### src/rtl/wb_master_cmd.sv
// Wishbone classic master: one bus cycle per valid/ready command, one response per
// command, with an optional bus timeout so a silent slave cannot stall the initiator.
module wb_master_cmd #(
    parameter int DATA_WIDTH   = 32,
    parameter int ADDR_WIDTH   = 16,
    parameter int SELECT_WIDTH = DATA_WIDTH / 8,
    parameter int TIMEOUT      = 255
) (
    input  logic                    clk,
    input  logic                    rst_n,

    input  logic [ADDR_WIDTH-1:0]   cmd_addr,
    input  logic [DATA_WIDTH-1:0]   cmd_data,
    input  logic [SELECT_WIDTH-1:0] cmd_sel,
    input  logic                    cmd_we,
    input  logic                    cmd_valid,
    output logic                    cmd_ready,

    output logic [DATA_WIDTH-1:0]   rsp_data,
    output logic                    rsp_err,
    output logic                    rsp_timeout,
    output logic                    rsp_valid,
    input  logic                    rsp_ready,

    output logic [ADDR_WIDTH-1:0]   wb_adr_o,
    output logic [DATA_WIDTH-1:0]   wb_dat_o,
    input  logic [DATA_WIDTH-1:0]   wb_dat_i,
    output logic                    wb_we_o,
    output logic [SELECT_WIDTH-1:0] wb_sel_o,
    output logic                    wb_stb_o,
    input  logic                    wb_ack_i,
    input  logic                    wb_err_i,
    output logic                    wb_cyc_o
);

    localparam int CNT_W = (TIMEOUT > 0) ? $clog2(TIMEOUT + 1) : 1;
    // Counter value seen at the edge that closes the TIMEOUT-th strobe cycle.
    localparam logic [CNT_W-1:0] CNT_LAST = CNT_W'((TIMEOUT > 0) ? TIMEOUT - 1 : 0);

    typedef enum logic [1:0] {
        ST_IDLE,
        ST_BUS,
        ST_RESP
    } state_t;

    state_t           state_reg;
    logic [CNT_W-1:0] cnt_reg;
    logic             timeout_hit;

    if (TIMEOUT > 0) begin : g_timeout
        assign timeout_hit = (cnt_reg == CNT_LAST);
    end else begin : g_no_timeout
        assign timeout_hit = 1'b0;
    end

    assign cmd_ready = (state_reg == ST_IDLE);

    always_ff @(posedge clk) begin
        if (!rst_n) begin
            state_reg   <= ST_IDLE;
            cnt_reg     <= '0;
            wb_cyc_o    <= 1'b0;
            wb_stb_o    <= 1'b0;
            wb_we_o     <= 1'b0;
            wb_sel_o    <= '0;
            wb_adr_o    <= '0;
            wb_dat_o    <= '0;
            rsp_data    <= '0;
            rsp_err     <= 1'b0;
            rsp_timeout <= 1'b0;
            rsp_valid   <= 1'b0;
        end else begin
            case (state_reg)
                ST_IDLE: begin
                    if (cmd_valid) begin
                        wb_adr_o  <= cmd_addr;
                        wb_dat_o  <= cmd_data;
                        wb_sel_o  <= cmd_sel;
                        wb_we_o   <= cmd_we;
                        wb_cyc_o  <= 1'b1;
                        wb_stb_o  <= 1'b1;
                        cnt_reg   <= '0;
                        state_reg <= ST_BUS;
                    end
                end

                ST_BUS: begin
                    // A slave answer on the last allowed cycle beats the timeout; err beats ack.
                    if (wb_err_i) begin
                        wb_cyc_o    <= 1'b0;
                        wb_stb_o    <= 1'b0;
                        rsp_data    <= '0;
                        rsp_err     <= 1'b1;
                        rsp_timeout <= 1'b0;
                        rsp_valid   <= 1'b1;
                        state_reg   <= ST_RESP;
                    end else if (wb_ack_i) begin
                        wb_cyc_o    <= 1'b0;
                        wb_stb_o    <= 1'b0;
                        rsp_data    <= wb_we_o ? '0 : wb_dat_i;
                        rsp_err     <= 1'b0;
                        rsp_timeout <= 1'b0;
                        rsp_valid   <= 1'b1;
                        state_reg   <= ST_RESP;
                    end else if (timeout_hit) begin
                        wb_cyc_o    <= 1'b0;
                        wb_stb_o    <= 1'b0;
                        rsp_data    <= '0;
                        rsp_err     <= 1'b1;
                        rsp_timeout <= 1'b1;
                        rsp_valid   <= 1'b1;
                        state_reg   <= ST_RESP;
                    end else if (cnt_reg != {CNT_W{1'b1}}) begin
                        cnt_reg <= cnt_reg + 1'b1;
                    end
                end

                ST_RESP: begin
                    if (rsp_ready) begin
                        rsp_valid   <= 1'b0;
                        rsp_err     <= 1'b0;
                        rsp_timeout <= 1'b0;
                        state_reg   <= ST_IDLE;
                    end
                end

                default: begin
                    wb_cyc_o  <= 1'b0;
                    wb_stb_o  <= 1'b0;
                    rsp_valid <= 1'b0;
                    state_reg <= ST_IDLE;
                end
            endcase
        end
    end

endmodule

### config.mk
export PLATFORM = sky130hd
export DESIGN_NAME = wb_master_cmd
export DESIGN_NICKNAME = d
export VERILOG_FILES = /design/src/rtl/wb_master_cmd.sv
export SDC_FILE = /design/constraint.sdc
export NUM_CORES = 1
export LEC_CHECK = 0
export BUFFER_PORTS_ARGS = -buffer_cell sky130_fd_sc_hd__buf_2
export CAP_MARGIN = 20
export CORE_ASPECT_RATIO = 1.75
export CORE_UTILIZATION = 45
export CTS_CLUSTER_DIAMETER = 120
export DETAILED_ROUTE_END_ITERATION = 8
export PLACE_DENSITY = 0.78
export SLEW_MARGIN = 20
export SYNTH_ARGS = -nofsm -noshare
export SYNTH_HDL_FRONTEND = slang
export SYNTH_SLANG_ARGS = --single-unit
export TNS_END_PERCENT = 50
### constraint.sdc
create_clock -name clk -period 2.37 [get_ports clk]
set_clock_uncertainty 0.1 [all_clocks]
set_input_delay 0 -clock clk [delete_from_list [all_inputs] [get_ports clk]]
set_output_delay 0 -clock clk [all_outputs]
set_load 0.02 [all_outputs]
==> load_flow_metrics.sql <==
INSERT INTO impl_metrics (metric_group, metric, value, unit) VALUES
('layout', 'finalNonFillerCells', '763', ''),
('yosys', 'asyncSetResetFlopFracSynth', '0', '%'),
('timing', 'timing.final.max_slew_violations', '0', ''),
('placement', 'detailed_place_hpwl', '6.36', 'mm'),
('pwr', 'ir_drop', '0.000615', 'V'),
('routing', 'drc', '0', ''),
('cts', 'numCtsBuffers', '9', ''),
('timing', 'final.min_clock_period', '2.01', 'ns'),
('die', 'die_outline_height', '121', 'um'),
('worst_setup_path', 'crit_path_start', 'state_reg[1]', ''),
('cts', 'cts_sink_cnt', '99', ''),
('timing', 'worstMarginPinSlew', '0.635', 'ns'),
('timing', 'finalSetupTns', '0', 'ns'),
('hold_path', 'holdCritPathClass', 'primary input to flop', ''),
('yosys', 'synth-main-ff-cell', 'sky130_fd_sc_hd__dfxtp_1', ''),
('timing', 'max-slew-margin-rel', '57.7', '%'),
('pwr', 'power', '4220', 'uW'),
('die', 'die_area', '8500', 'sq um'),
('global_route', 'grtUsageTotal', '26.7', '%'),
('pwr', 'leakagePower', '0.00273', 'uW'),
('yosys', 'ys_types', '41', ''),
('layout', 'insertedDiodeCount', '0', ''),
('flow_run', 'drv_cap', '0', ''),
('worst_setup_path', 'critical_path_required', '2.54', 'ns'),
('worst_setup_path', 'critical_path_arrival', '2.18', 'ns'),
('worst_setup_path', 'rr_endpoint', 'cnt_reg[5]', ''),
('cts', 'cts_setup_buffers', '0', ''),
('cts', 'cts_tree', 'yes', ''),
('yosys', 'synthesis.yosys.warnings', '0', ''),
('placement', 'post-place-cells', '660', ''),
('layout', 'reg.largest.list', 'rsp_data x32, wb_dat_o x32, wb_adr_o x16', ''),
('routing', 'final_antenna_net_count', '0', ''),
('die', 'floorplan.die.width', '70.1', 'um'),
('hold_path', 'hold-path-cell-count', '4', ''),
('yosys', 'synthesis.area', '3650', 'sq um'),
('worst_setup_path', 'cp-end-kind', 'flop', ''),
('timing', 'finalSetupViolations', '0', ''),
('timing', 'max_clock_freq', '498', 'MHz'),
('worst_setup_path', 'worstSetupPathType', 'flop to flop', ''),
('worst_setup_path', 'worstSetupStartpointType', 'flop', ''),
('layout', 'layout.cells.most_common', 'sky130_fd_sc_hd__buf_2', ''),
('routing', 'post_drt_wl_per_cell', '15.0', 'um'),
('timing', 'hold_slack', '0.0541', 'ns'),
('global_route', 'global_route.overflow_total', '0', ''),
('yosys', 'yosys_register_bits', '99', ''),
('timing', 'report.final.hold_viol_count', '0', ''),
('worst_setup_path', 'reg2reg_depth', '6', ''),
('cts', 'cts-root-to-sink-buffers', '2', ''),
('die', 'core_region_area', '7910', 'sq um'),
('yosys', 'syn-mean-instance-area', '8.89', 'sq um'),
('layout', 'fill_cells', '529', ''),
('layout', 'synthToLayoutAreaGrowth', '59.2', '%'),
('layout', 'final_layout_size_suffix_gt1_share', '31.5', '%'),
('global_route', 'grt_antenna_before_repair', '0', ''),
('worst_setup_path', 'worst-r2r-setup-slack', '0.36', 'ns'),
('global_route', 'grt_pass1_wl', '18.2', 'mm'),
('timing', 'finalCritPeriodShare', '84.8', '%'),
('cts', 'clk_pin_slew_worst_paths', '0.06', 'ns'),
('hold_path', 'hp-start', 'rsp_ready', ''),
('layout', 'design_area', '5820', 'sq um'),
('run_status', 'status', 'finished, final reports clean', ''),
('routing', 'drt_iter0_drc', '217', ''),
('placement', 'routability_driven_placement_congestion_ratio', '0.836', ''),
('worst_setup_path', 'crit_path_end', 'cnt_reg[5]', ''),
('routing', 'total_detailed_routing_wirelength', '11.5', 'mm'),
('yosys', 'number_of_synthesized_flops_with_an_enable_pin', '0', ''),
('global_route', 'grt_start_max_net_pins', '62', ''),
('cts', 'clkLatencyLatePin', '0.33', 'ns'),
('yosys', 'synth_nets', '507', ''),
('cts', 'htree_num_levels', '3', ''),
('timing', 'rsz0062_at_grt', 'false', '');
Yosys cell counts (2+ instances only):
cell type | number | area (sq um)
sky130_fd_sc_hd__nand2_1 | 114 | 428
sky130_fd_sc_hd__or3_1 | 2 | 12.5
sky130_fd_sc_hd__o2111ai_1 | 2 | 17.5
sky130_fd_sc_hd__or4_1 | 2 | 15.0
sky130_fd_sc_hd__nand3_1 | 5 | 25.0
sky130_fd_sc_hd__o211ai_1 | 6 | 45.0
sky130_fd_sc_hd__a21oi_1 | 62 | 310
sky130_fd_sc_hd__a211oi_1 | 3 | 22.5
sky130_fd_sc_hd__o21ai_0 | 2 | 10.0
sky130_fd_sc_hd__inv_1 | 6 | 22.5
sky130_fd_sc_hd__buf_1 | 2 | 7.51
sky130_fd_sc_hd__nand4_1 | 5 | 31.3
sky130_fd_sc_hd__a31oi_1 | 3 | 18.8
sky130_fd_sc_hd__nor3b_1 | 2 | 15.0
sky130_fd_sc_hd__nor2_1 | 6 | 22.5
sky130_fd_sc_hd__o22ai_1 | 2 | 12.5
sky130_fd_sc_hd__and3b_1 | 2 | 17.5
sky130_fd_sc_hd__dfxtp_1 | 99 | 1980
sky130_fd_sc_hd__clkbuf_1 | 20 | 75.1
sky130_fd_sc_hd__buf_2 | 6 | 30.0
sky130_fd_sc_hd__nor3_1 | 3 | 15.0
sky130_fd_sc_hd__mux2i_1 | 3 | 30.0
sky130_fd_sc_hd__a22o_1 | 32 | 280
sky130_fd_sc_hd__ha_1 | 5 | 62.6
layout make-up:
type	instances	area [sq um]	area share (%)
Sequential cell	99	1980	34.1
Tap cell	90	113	1.94
Clock inverter	5	77.6	1.33
Timing Repair Buffer	276	1840	31.6
Clock buffer	10	239	4.11
Inverter	7	26.3	0.452
Multi-Input combinational cell	276	1540	26.5
worst max-delay path, cell delays in order, from the launching register on:
cell and delay (ns):
sky130_fd_sc_hd__dfxtp_1 0.33, sky130_fd_sc_hd__inv_1 0.08, sky130_fd_sc_hd__ha_1 0.34, sky130_fd_sc_hd__inv_1 0.16, sky130_fd_sc_hd__or4_1 0.54, sky130_fd_sc_hd__or3_1 0.32, sky130_fd_sc_hd__nand3_1 0.08
worst min-delay path by stage:
stage / end
final: rsp_valid
after global routing: rsp_err
after CTS: state_reg[0]
after detailed placement: rsp_data[18]
after global placement: rsp_data[9]
after floorplan: rsp_data[0]
per-stage QoR:
stage               util (%)  setup slack (ns)
global placement        58.4             0.461
global route            73.5             0.236
CTS                     73.5             0.373
finish                  73.5             0.361
floorplan                  -             0.439
detailed placement      58.4             0.383
report_power, final:
group          internal [uW]  switching, uW  leakage (uW)
combinational            355            498       0.00177
sequential              1780           59.1      0.000807
clock                    943            588      0.000154
total                   3080           1140       0.00273
kinds of logic (layout without fill, tap and decap cells):
family | Yosys count | in the layout | share of synthesized area, %
and+or+nand+nor | 153 | 153 | 18.9
adders and majority gates | 5 | 5 | 1.71
buffers and inverters | 36 | 298 | 4.01
DFF | 99 | 99 | 54.2
muxes | 4 | 4 | 1.13
AOI/OAI and AO/OA | 114 | 114 | 20.0
routing by layer:
metal	wire [um]	GRT usage [%]	vias up
li1	-	-	1939
met1	4170	26.4	1821
met2	6030	49.6	208
met3	671	6.23	59
met4	605	15.9	0
met5	0	0	-
timing repair:
| item | 4_1_cts | 5_1_grt |
|---|---|---|
| hold endpoints to repair | 90 | 0 |
| hold buffers | 88 | 0 |
| resized for setup | 0 | 0 |
Power figures use the tool's default switching activity.
